<file path="config.mk">
export PLATFORM = sky130hd
export DESIGN_NAME = reg_write_arbiter_flat
export DESIGN_NICKNAME = d
export VERILOG_FILES = /design/src/rtl/reg_write_arbiter_pkg.sv /design/src/rtl/reg_write_arbiter_if.sv /design/src/rtl/reg_write_arbiter_rr_priority_pick.sv /design/src/rtl/reg_write_arbiter.sv /design/src/flat_wrapper.sv
export SDC_FILE = /design/constraint.sdc
export NUM_CORES = 1
export LEC_CHECK = 0
export BUFFER_PORTS_ARGS = -buffer_cell sky130_fd_sc_hd__clkbuf_2
export CORE_ASPECT_RATIO = 1.75
export CORE_MARGIN = 1
export CORE_UTILIZATION = 48
export DETAILED_ROUTE_END_ITERATION = 12
export PLACE_DENSITY = 0.95
export RECOVER_POWER = 100
export SLEW_MARGIN = 20
export SYNTH_ARGS = -nofsm -noshare
export SYNTH_HDL_FRONTEND = slang
export SYNTH_SLANG_ARGS = --single-unit
</file>
<file path="constraint.sdc">
create_clock -name clk -period 4.2 [get_ports clk]
set_clock_uncertainty 0.05 [all_clocks]
set_input_delay 0.42 -clock clk [delete_from_list [all_inputs] [get_ports clk]]
set_output_delay 0.42 -clock clk [all_outputs]
set_load 0.005 [all_outputs]
</file>
<file path="src/rtl/reg_write_arbiter_pkg.sv">
// Shared types and helpers for the register write arbiter: FSM states,
// one-hot decode and a round-robin search usable by any shared-resource picker.
package reg_write_arbiter_pkg;

   localparam int DEF_DATA_W = 16;
   localparam int MAX_REQ    = 8;
   localparam int MAX_DEC    = 16;

   typedef enum logic {
      IDLE  = 1'b0,
      WRITE = 1'b1
   } state_t;

   typedef struct packed {
      logic       valid;
      logic [2:0] id;
   } pick_t;

   function automatic logic [MAX_DEC-1:0] onehot16(input int unsigned idx);
      logic [MAX_DEC-1:0] res;
      res = '0;
      if (idx < MAX_DEC) res[idx[3:0]] = 1'b1;
      return res;
   endfunction

   // First set bit at or above ptr, wrapping modulo n.
   function automatic pick_t rr_search(input logic [MAX_REQ-1:0] req,
                                       input logic [2:0]         ptr,
                                       input int unsigned        n);
      pick_t       p;
      int unsigned idx;
      p = '0;
      for (int unsigned k = 0; k < MAX_REQ; k++) begin
         if (k < n && !p.valid) begin
            idx = ({29'd0, ptr} + k) % n;
            if (req[idx[2:0]]) begin
               p.valid = 1'b1;
               p.id    = idx[2:0];
            end
         end
      end
      return p;
   endfunction

endpackage

</file>
<file path="src/rtl/reg_write_arbiter_if.sv">
// Requester-side and bank-side signals of the register write arbiter.
interface reg_write_arbiter_if #(
   parameter int NUM_REQ = 4,
   parameter int NUM_REG = 8,
   parameter int DATA_W  = 16,
   parameter int ADDR_W  = 4
);
   logic [NUM_REQ-1:0]        req;
   logic [NUM_REQ*ADDR_W-1:0] req_addr;
   logic [NUM_REQ*DATA_W-1:0] req_data;
   logic [NUM_REQ-1:0]        ack;
   logic [NUM_REG-1:0]        reg_load;
   logic [DATA_W-1:0]         reg_d;
   logic                      busy;
   logic                      err;

   modport master (
      output req, req_addr, req_data,
      input  ack, reg_load, reg_d, busy, err
   );

   modport slave (
      input  req, req_addr, req_data,
      output ack, reg_load, reg_d, busy, err
   );
endinterface

</file>
<file path="src/rtl/reg_write_arbiter_rr_priority_pick.sv">
// Combinational round-robin winner selection; reusable for any shared resource.
module rr_priority_pick
   import reg_write_arbiter_pkg::*;
#(
   parameter int NUM_REQ = 4,
   parameter int ID_W    = 2
) (
   input  logic [NUM_REQ-1:0] req,
   input  logic [ID_W-1:0]    ptr,
   output logic [ID_W-1:0]    id,
   output logic               valid
);

   pick_t p;

   always_comb begin
      p     = rr_search(MAX_REQ'(req), 3'(ptr), NUM_REQ);
      id    = ID_W'(p.id);
      valid = p.valid;
   end

endmodule

</file>
<file path="src/rtl/reg_write_arbiter.sv">
// Round-robin arbiter for the shared write port of a load-enable register bank.
// Two-state FSM: IDLE arbitrates, WRITE presents one registered load pulse.
module reg_write_arbiter
   import reg_write_arbiter_pkg::*;
#(
   parameter int NUM_REQ = 4,
   parameter int NUM_REG = 8,
   parameter int DATA_W  = DEF_DATA_W,
   parameter int ADDR_W  = 4
) (
   input logic               clk,
   input logic               rst,
   reg_write_arbiter_if.slave bus
);

   localparam int ID_W = (NUM_REQ > 1) ? $clog2(NUM_REQ) : 1;

   state_t            state;
   logic [ID_W-1:0]   rr_ptr;
   logic [ID_W-1:0]   lat_id;
   logic [ID_W-1:0]   w_id;
   logic              w_valid;
   logic [ADDR_W-1:0] w_addr;
   logic [DATA_W-1:0] w_data;
   logic              w_in_range;
   logic [15:0]       addr_dec;
   logic [15:0]       id_dec;

   rr_priority_pick #(
      .NUM_REQ (NUM_REQ),
      .ID_W    (ID_W)
   ) u_pick (
      .req   (bus.req),
      .ptr   (rr_ptr),
      .id    (w_id),
      .valid (w_valid)
   );

   always_comb begin
      w_addr     = bus.req_addr[32'(w_id)*ADDR_W +: ADDR_W];
      w_data     = bus.req_data[32'(w_id)*DATA_W +: DATA_W];
      w_in_range = (32'(w_addr) < NUM_REG);
      addr_dec   = onehot16(32'(w_addr));
      id_dec     = onehot16(32'(w_id));
   end

   // Outputs are loaded on the IDLE->WRITE edge so they are visible during WRITE.
   always_ff @(posedge clk) begin
      if (rst) begin
         state        <= IDLE;
         rr_ptr       <= '0;
         lat_id       <= '0;
         bus.ack      <= '0;
         bus.reg_load <= '0;
         bus.reg_d    <= '0;
         bus.busy     <= 1'b0;
         bus.err      <= 1'b0;
      end else begin
         case (state)
            IDLE: begin
               if (w_valid) begin
                  state        <= WRITE;
                  lat_id       <= w_id;
                  bus.ack      <= NUM_REQ'(id_dec);
                  bus.reg_load <= w_in_range ? NUM_REG'(addr_dec) : '0;
                  bus.err      <= !w_in_range;
                  bus.reg_d    <= w_data;
                  bus.busy     <= 1'b1;
               end
            end
            WRITE: begin
               state        <= IDLE;
               rr_ptr       <= (lat_id == ID_W'(NUM_REQ - 1)) ? '0 : lat_id + 1'b1;
               bus.ack      <= '0;
               bus.reg_load <= '0;
               bus.err      <= 1'b0;
               bus.busy     <= 1'b0;
            end
            default: state <= IDLE;
         endcase
      end
   end

endmodule

</file>
<file path="src/flat_wrapper.sv">
// flat-port wrapper written by rule: the top's interface ports become plain ports
module reg_write_arbiter_flat import reg_write_arbiter_pkg::*;
#(
   parameter int NUM_REQ = 4,
   parameter int NUM_REG = 8,
   parameter int DATA_W  = DEF_DATA_W,
   parameter int ADDR_W  = 4
)
  (clk, rst, bus_req, bus_req_addr, bus_req_data, bus_ack, bus_reg_load, bus_reg_d, bus_busy, bus_err);
  reg_write_arbiter_if #(.NUM_REQ(NUM_REQ), .NUM_REG(NUM_REG), .DATA_W(DATA_W), .ADDR_W(ADDR_W)) bus_i ();
  input logic clk;
  input logic rst;
  input wire logic [$bits(bus_i.req)-1:0] bus_req;
  input wire logic [$bits(bus_i.req_addr)-1:0] bus_req_addr;
  input wire logic [$bits(bus_i.req_data)-1:0] bus_req_data;
  output wire logic [$bits(bus_i.ack)-1:0] bus_ack;
  output wire logic [$bits(bus_i.reg_load)-1:0] bus_reg_load;
  output wire logic [$bits(bus_i.reg_d)-1:0] bus_reg_d;
  output wire logic [$bits(bus_i.busy)-1:0] bus_busy;
  output wire logic [$bits(bus_i.err)-1:0] bus_err;
  assign bus_i.req = bus_req;
  assign bus_i.req_addr = bus_req_addr;
  assign bus_i.req_data = bus_req_data;
  assign bus_ack = bus_i.ack;
  assign bus_reg_load = bus_i.reg_load;
  assign bus_reg_d = bus_i.reg_d;
  assign bus_busy = bus_i.busy;
  assign bus_err = bus_i.err;
  reg_write_arbiter #(.NUM_REQ(NUM_REQ), .NUM_REG(NUM_REG), .DATA_W(DATA_W), .ADDR_W(ADDR_W)) u_core (.clk(clk), .rst(rst), .bus(bus_i));
endmodule
</file>
==> flow_summary.ini, run 1 <==
[place]
hpwl_um = 4360
place.port_buffers = 115
dpl.cell_count = 438
place.gp.congestion = 0.840

[synth]
syn_nets = 382
yosysSeqAreaShare_pct = 33.6
ys_ff_latch = 35
synthesis.area_mm2 = 0.00209
yosysTopAreaCellShare_pct = 33.6
syn_inst = 295
ys_types = 32
yosysWarnings = 0
synthTopCellsByArea = dfxtp_1 34%, nand2_1 16%, nand3_1 13%
syn_area_per_cell_um2 = 7.07
synth_top_cell_by_area = dfxtp_1

[drt]
final_antenna_net_count = 0
vias = 2427
first_pass_iters = 4
wl_per_cell_um = 13.1
avgViaCountPerCell = 5.44
routed_wl_um = 5850
drt_iter0_drc = 88
drc_errors = 0

[critical_path]
setup.worst_path.end_class = flip-flop
path_class = reg -> reg
r2r_setup_slack_ps = 1020
r2r-start = u_core.rr_ptr[1]
ff2ff_path_depth = 8
cp_max_fo = 17
cp-start-kind = flip-flop
worst_ep_required_time_ps = 4300
r2r_end = u_core.bus.reg_load[7]
worstPathArrival_ps = 3280

[layout]
layout_commonest_cell = clkbuf_2
multiInputGateArea_mm2 = 0.00126
regArea_um2 = 701
nets = 483
fin_cells = 446
post-route-util_pct = 64.3
final_cell_mix = 97 x clkbuf_2, 89 x nand2_1, 53 x nand3_1
drive_gt1_share_pct = 27.7
area_growth_syn_to_layout_pct = 28.0
nFillCells = 391
insertedDiodeCount = 0

[global_routing]
grt_max_degree = 42
grt_pass1_vias = 2159
grt_first_pass_wirelength_um = 9030
grt-ovfl-total = 0
grt_antenna_before_repair = 0
track_usage_pct = 25.7

[worst_hold_path]
worstHoldStart = u_core.bus.reg_d[0]
hold_path_end = u_core.bus.reg_d[0]
holdPathStages = 2
hold_path.class = reg -> reg

[timing]
hold_ws_ps = 407
finalCritPeriodShare_pct = 75.8
hold_viol = 0
drv_slew = 17
slew_headroom_pct = -0.451
clock.fmax_mhz = 314
post-route-min-period_ps = 3180
rsz0062_at_grt = no
worstMarginPinSlew_ps = 1510
tns_ps = 0
setup_viol = 0

[floorplanning]
die_height_um = 89.2
start_util_pct = 50.3
dieArea_mm2 = 0.00462
ios = 116
row_count = 31
dieWidth_um = 51.8
coreArea_mm2 = 0.00415

[cts]
post_cts_resized = 0
clkLatencyLatePin_ps = 280
clockRootBuffer = clkbuf_8
cts.clk_slew.worst_paths_ps = 70
postCtsHoldBufs = 0
clk_path_buf_depth = 2
cts_tree = done
cts_buffers = 5
cts.sinks = 35
htreeDepth = 2
postCtsSetupBuffers = 0

[pwr]
p_sw_share_pct = 32.4
clockPowerShare_pct = 26.3
power_frac_seq_pct = 43.4
peakVddDrop_uv = 284
p_comb_share_pct = 30.3
pwr_density_cell_mw_per_mm2 = 328
p_sw_mw = 0.284
intPower_mw = 0.593
leakage_nw = 1.29
finalPower_mw = 0.877

[status]
run_status = finished with violations
violations = max-capacitance violations, max-slew violations

[job]
maxCapViolations = 1
final cells by class:
class | count | share of cell area, %
multi-input cells | 236 | 47.1
flip-flops and latches | 35 | 26.2
repair buffers | 117 | 21.1
clock buffers | 7 | 2.86
well taps | 49 | 2.30
clock inverters | 1 | 0.187
inverters | 1 | 0.141
routing by layer:
metal  vias up  part of all wire [%]  global-route usage (%)
met5         -                     0                       0
met4         0                   2.0                    11.1
met3        11                   5.2                    4.08
met2       109                    55                    49.9
met1      1096                    37                    25.8
li1       1211                     -                       -
worst max-delay path, stage by stage (launching register included):
cell and delay, ps:
dfxtp_1 490, a21oi_1 100, o21a_1 190, o22ai_1 1100
clkbuf_1 390, mux2i_1 230, mux2i_1 150, a32oi_1 280
nor2_1 60
kinds of logic after synthesis:
kind of cell | share of synthesized area, %
adder cells (fa/ha/maj) | 0.600
flip-flops | 33.6
multiplexers | 6.90
AO/OA/AOI/OAI | 15.9
buffers and inverters | 5.76
AND/OR/NAND/NOR | 37.3
stage by stage:
stage / instance area, um2 / worst slack, ps
6_report: 2670 / 1020
5_1_grt: 2670 / 824
4_1_cts: 2700 / 1570
3_5_place_dp: 2620 / 1490
3_3_place_gp: 2620 / 1620
2_1_floorplan: 2090 / 2220
flip-flops by register name (all words and copies together), names as in the netlist:
name and count:
u_core.bus.reg_load 8, u_core.bus.ack 4, u_core.state 1, u_core.bus.reg_d 16, u_core.lat_id 2, u_core.bus.busy 1
u_core.bus.err 1, u_core.rr_ptr 2
power groups by stage:
stage | logic [mW] | registers [mW] | clock network, mW
after detailed placement | 0.272 | 0.388 | 0
final | 0.266 | 0.380 | 0.230
after global placement | 0.264 | 0.386 | 0
after floorplan | 0.182 | 0.385 | 0
after CTS | 0.273 | 0.380 | 0.235
after global routing | 0.298 | 0.383 | 0.251
how the worst max path moves through the flow:
stage / to / slack (ps) / startpoint / cells past startpoint
after floorplan: u_core.bus.reg_load[7] / 2220 / u_core.rr_ptr[1] / 9
after global placement: u_core.bus.reg_load[6] / 1620 / bus_req[0] / 9
after detailed placement: u_core.bus.reg_load[7] / 1490 / bus_req[0] / 9
after CTS: u_core.bus.reg_load[7] / 1570 / u_core.rr_ptr[1] / 8
after global routing: u_core.bus.reg_load[7] / 820 / u_core.rr_ptr[1] / 8
final: u_core.bus.reg_load[7] / 1020 / u_core.rr_ptr[1] / 8
Yosys cell counts:
| cell | instances |
|---|---|
| o221ai_4 | 1 |
| and2_1 | 2 |
| nor2b_1 | 5 |
| nor2_1 | 20 |
| a21oi_1 | 20 |
| buf_6 | 2 |
| or4_1 | 1 |
| a21boi_1 | 2 |
| nor4_1 | 1 |
| buf_4 | 3 |
| nand2_1 | 89 |
| o21ai_0 | 2 |
| mux2i_1 | 13 |
| a221oi_4 | 1 |
| a21boi_2 | 1 |
| or3b_4 | 1 |
| dfxtp_1 | 35 |
| inv_1 | 1 |
| o21a_1 | 2 |
| o22a_1 | 1 |
| clkbuf_1 | 15 |
| mux2i_2 | 1 |
| nor3_1 | 4 |
| a22oi_1 | 8 |
| o221a_4 | 1 |
| nor3b_1 | 1 |
| nand3_1 | 53 |
| buf_2 | 3 |
| ha_1 | 1 |
| a32oi_1 | 3 |
| nand2b_1 | 1 |
| o22ai_2 | 1 |
(Power assumes the default switching activity.)
==> inputs of run 2 (changes only) <==
CORE_UTILIZATION = 44   (was 48)
PLACE_DENSITY = 0.89   (was 0.95)
clock period = 3.1 ns   (was 4.2 ns; I/O delays follow)
==> flow_summary.ini, run 2 (synthesis gave the netlist of run 1 again) <==
[status]
run_status = finished, final reports clean

[drt]
drt_iter0_drc = 50
avgViaCountPerCell = 5.44
final_antenna_net_count = 0
m1WireLength_um = 2320
routed_wl_um = 6040
wl_per_cell_um = 13.3
first_pass_iters = 4
wl_met2_um = 3240
wl_met3_um = 263
vias = 2464
drc_errors = 0
routed.top_layer = met4

[pwr]
pwr_density_cell_mw_per_mm2 = 446
leakage_nw = 1.32
peakVddDrop_uv = 298

[worst_hold_path]
hold_path.class = in -> reg
hold_path_end = u_core.bus.reg_d[8]
holdPathStages = 5
worstHoldStart = bus_req_data[24]

[timing]
slew_headroom_pct = 48.9
clock.fmax_mhz = 401
drv_slew = 0
worstMarginPinSlew_ps = 767
rsz0062_at_grt = no
setup_viol = 0
post-route-min-period_ps = 2500
hold_viol = 0
finalCritPeriodShare_pct = 80.5
tns_ps = 0

[critical_path]
ff2ff_path_depth = 7
worstSetupStartpoint = u_core.rr_ptr[1]
cp-start-kind = flip-flop
cp_max_fo = 14
path_class = reg -> reg
r2r_setup_slack_ps = 600
worstPathArrival_ps = 2600
setup.worst_path.end_class = flip-flop
r2r_end = u_core.bus.reg_load[7]
r2r-start = u_core.rr_ptr[1]
worst_ep_required_time_ps = 3210

[floorplanning]
row_count = 32
dieArea_mm2 = 0.00503
die_height_um = 93.1
start_util_pct = 46.5
dieWidth_um = 54.0
ios = 116
coreArea_mm2 = 0.00448

[layout]
drive_gt1_share_pct = 29.1
area_growth_syn_to_layout_pct = 30.2
regArea_um2 = 701
largest_reg_flops = 16
final_cell_mix = 98 x clkbuf_2, 89 x nand2_1, 53 x nand3_1
nFillCells = 454
multiInputGateArea_mm2 = 0.00126
nets = 488
post-route-util_pct = 60.6
top_register = u_core.bus.reg_d
insertedDiodeCount = 0
reg_top3 = u_core.bus.reg_d x16, u_core.bus.reg_load x8, u_core.bus.ack x4
layout_commonest_cell = clkbuf_2

[cts]
clk_path_buf_depth = 2
postCtsHoldBufs = 0
clockRootBuffer = clkbuf_8
postCtsSetupBuffers = 0
htreeDepth = 2
cts_tree = done
post_cts_resized = 0
clkLatencyLatePin_ps = 290
cts_buffers = 5
cts.sinks = 35
cts.clk_slew.worst_paths_ps = 70

[global_routing]
grt_max_degree = 34
grt_antenna_before_repair = 0
track_usage_pct = 25.6
grt_first_pass_wirelength_um = 9660
grt_pass1_vias = 2303
grt-ovfl-total = 0

[place]
place.port_buffers = 115
hpwl_um = 4610
place.gp.congestion = 0.925

[job]
maxCapViolations = 0
-- run 2: changes by cell type in the layout (fill, tap and decap cells not counted), sizes merged --
cell    previous run  this run
buf                2         9
clkbuf           122       120
-- run 2: where the power goes --
group | switching (mW) | internal [mW]
sequential | 0.0263 | 0.489
combinational | 0.209 | 0.163
clock | 0.165 | 0.158
-- run 2: critical path: stages, from the launching register on --
cell	delay, ps
dfxtp_1	480
mux2i_1	480
o221a_4	420
mux2i_1	290
mux2i_1	160
and2_0	230
a32oi_1	200
nor2_1	60
-- run 2: worst max path at each step --
| stage | to | slack, ps |
|---|---|---|
| final | u_core.bus.reg_load[7] | 600 |
| after global routing | u_core.bus.reg_d[14] | 420 |
| after CTS | u_core.bus.reg_load[7] | 730 |
| after detailed placement | u_core.bus.reg_load[7] | 750 |
| after global placement | u_core.bus.reg_load[7] | 890 |
| after floorplan | u_core.bus.reg_load[7] | 1120 |
-- run 2: cell type report --
cell class | count | share of cell area [%]
clock buffers | 7 | 2.81
clock inverters | 1 | 0.184
inverters | 1 | 0.138
multi-input cells | 236 | 46.5
flip-flops and latches | 35 | 25.8
well taps | 51 | 2.35
repair buffers | 122 | 22.2
-- run 2: routing by layer --
layer	vias to the layer above	GRT usage [%]
met5	-	0
met4	0	13.9
met3	21	4.23
met2	89	47.0
met1	1137	25.4
li1	1217	-
-- run 2: per-stage QoR --
stage | hold WS [ps] | setup slack, ps | instances | instance area (um2) | total power [mW]
2_1_floorplan | 390 | 1120 | 295 | 2090 | 0.768
4_1_cts | 328 | 732 | 453 | 2750 | 1.22
3_5_place_dp | 395 | 747 | 445 | 2660 | 0.906
5_1_grt | 362 | 422 | 453 | 2720 | 1.28
3_3_place_gp | 391 | 892 | 445 | 2660 | 0.893
6_report | 334 | 604 | 453 | 2720 | 1.21
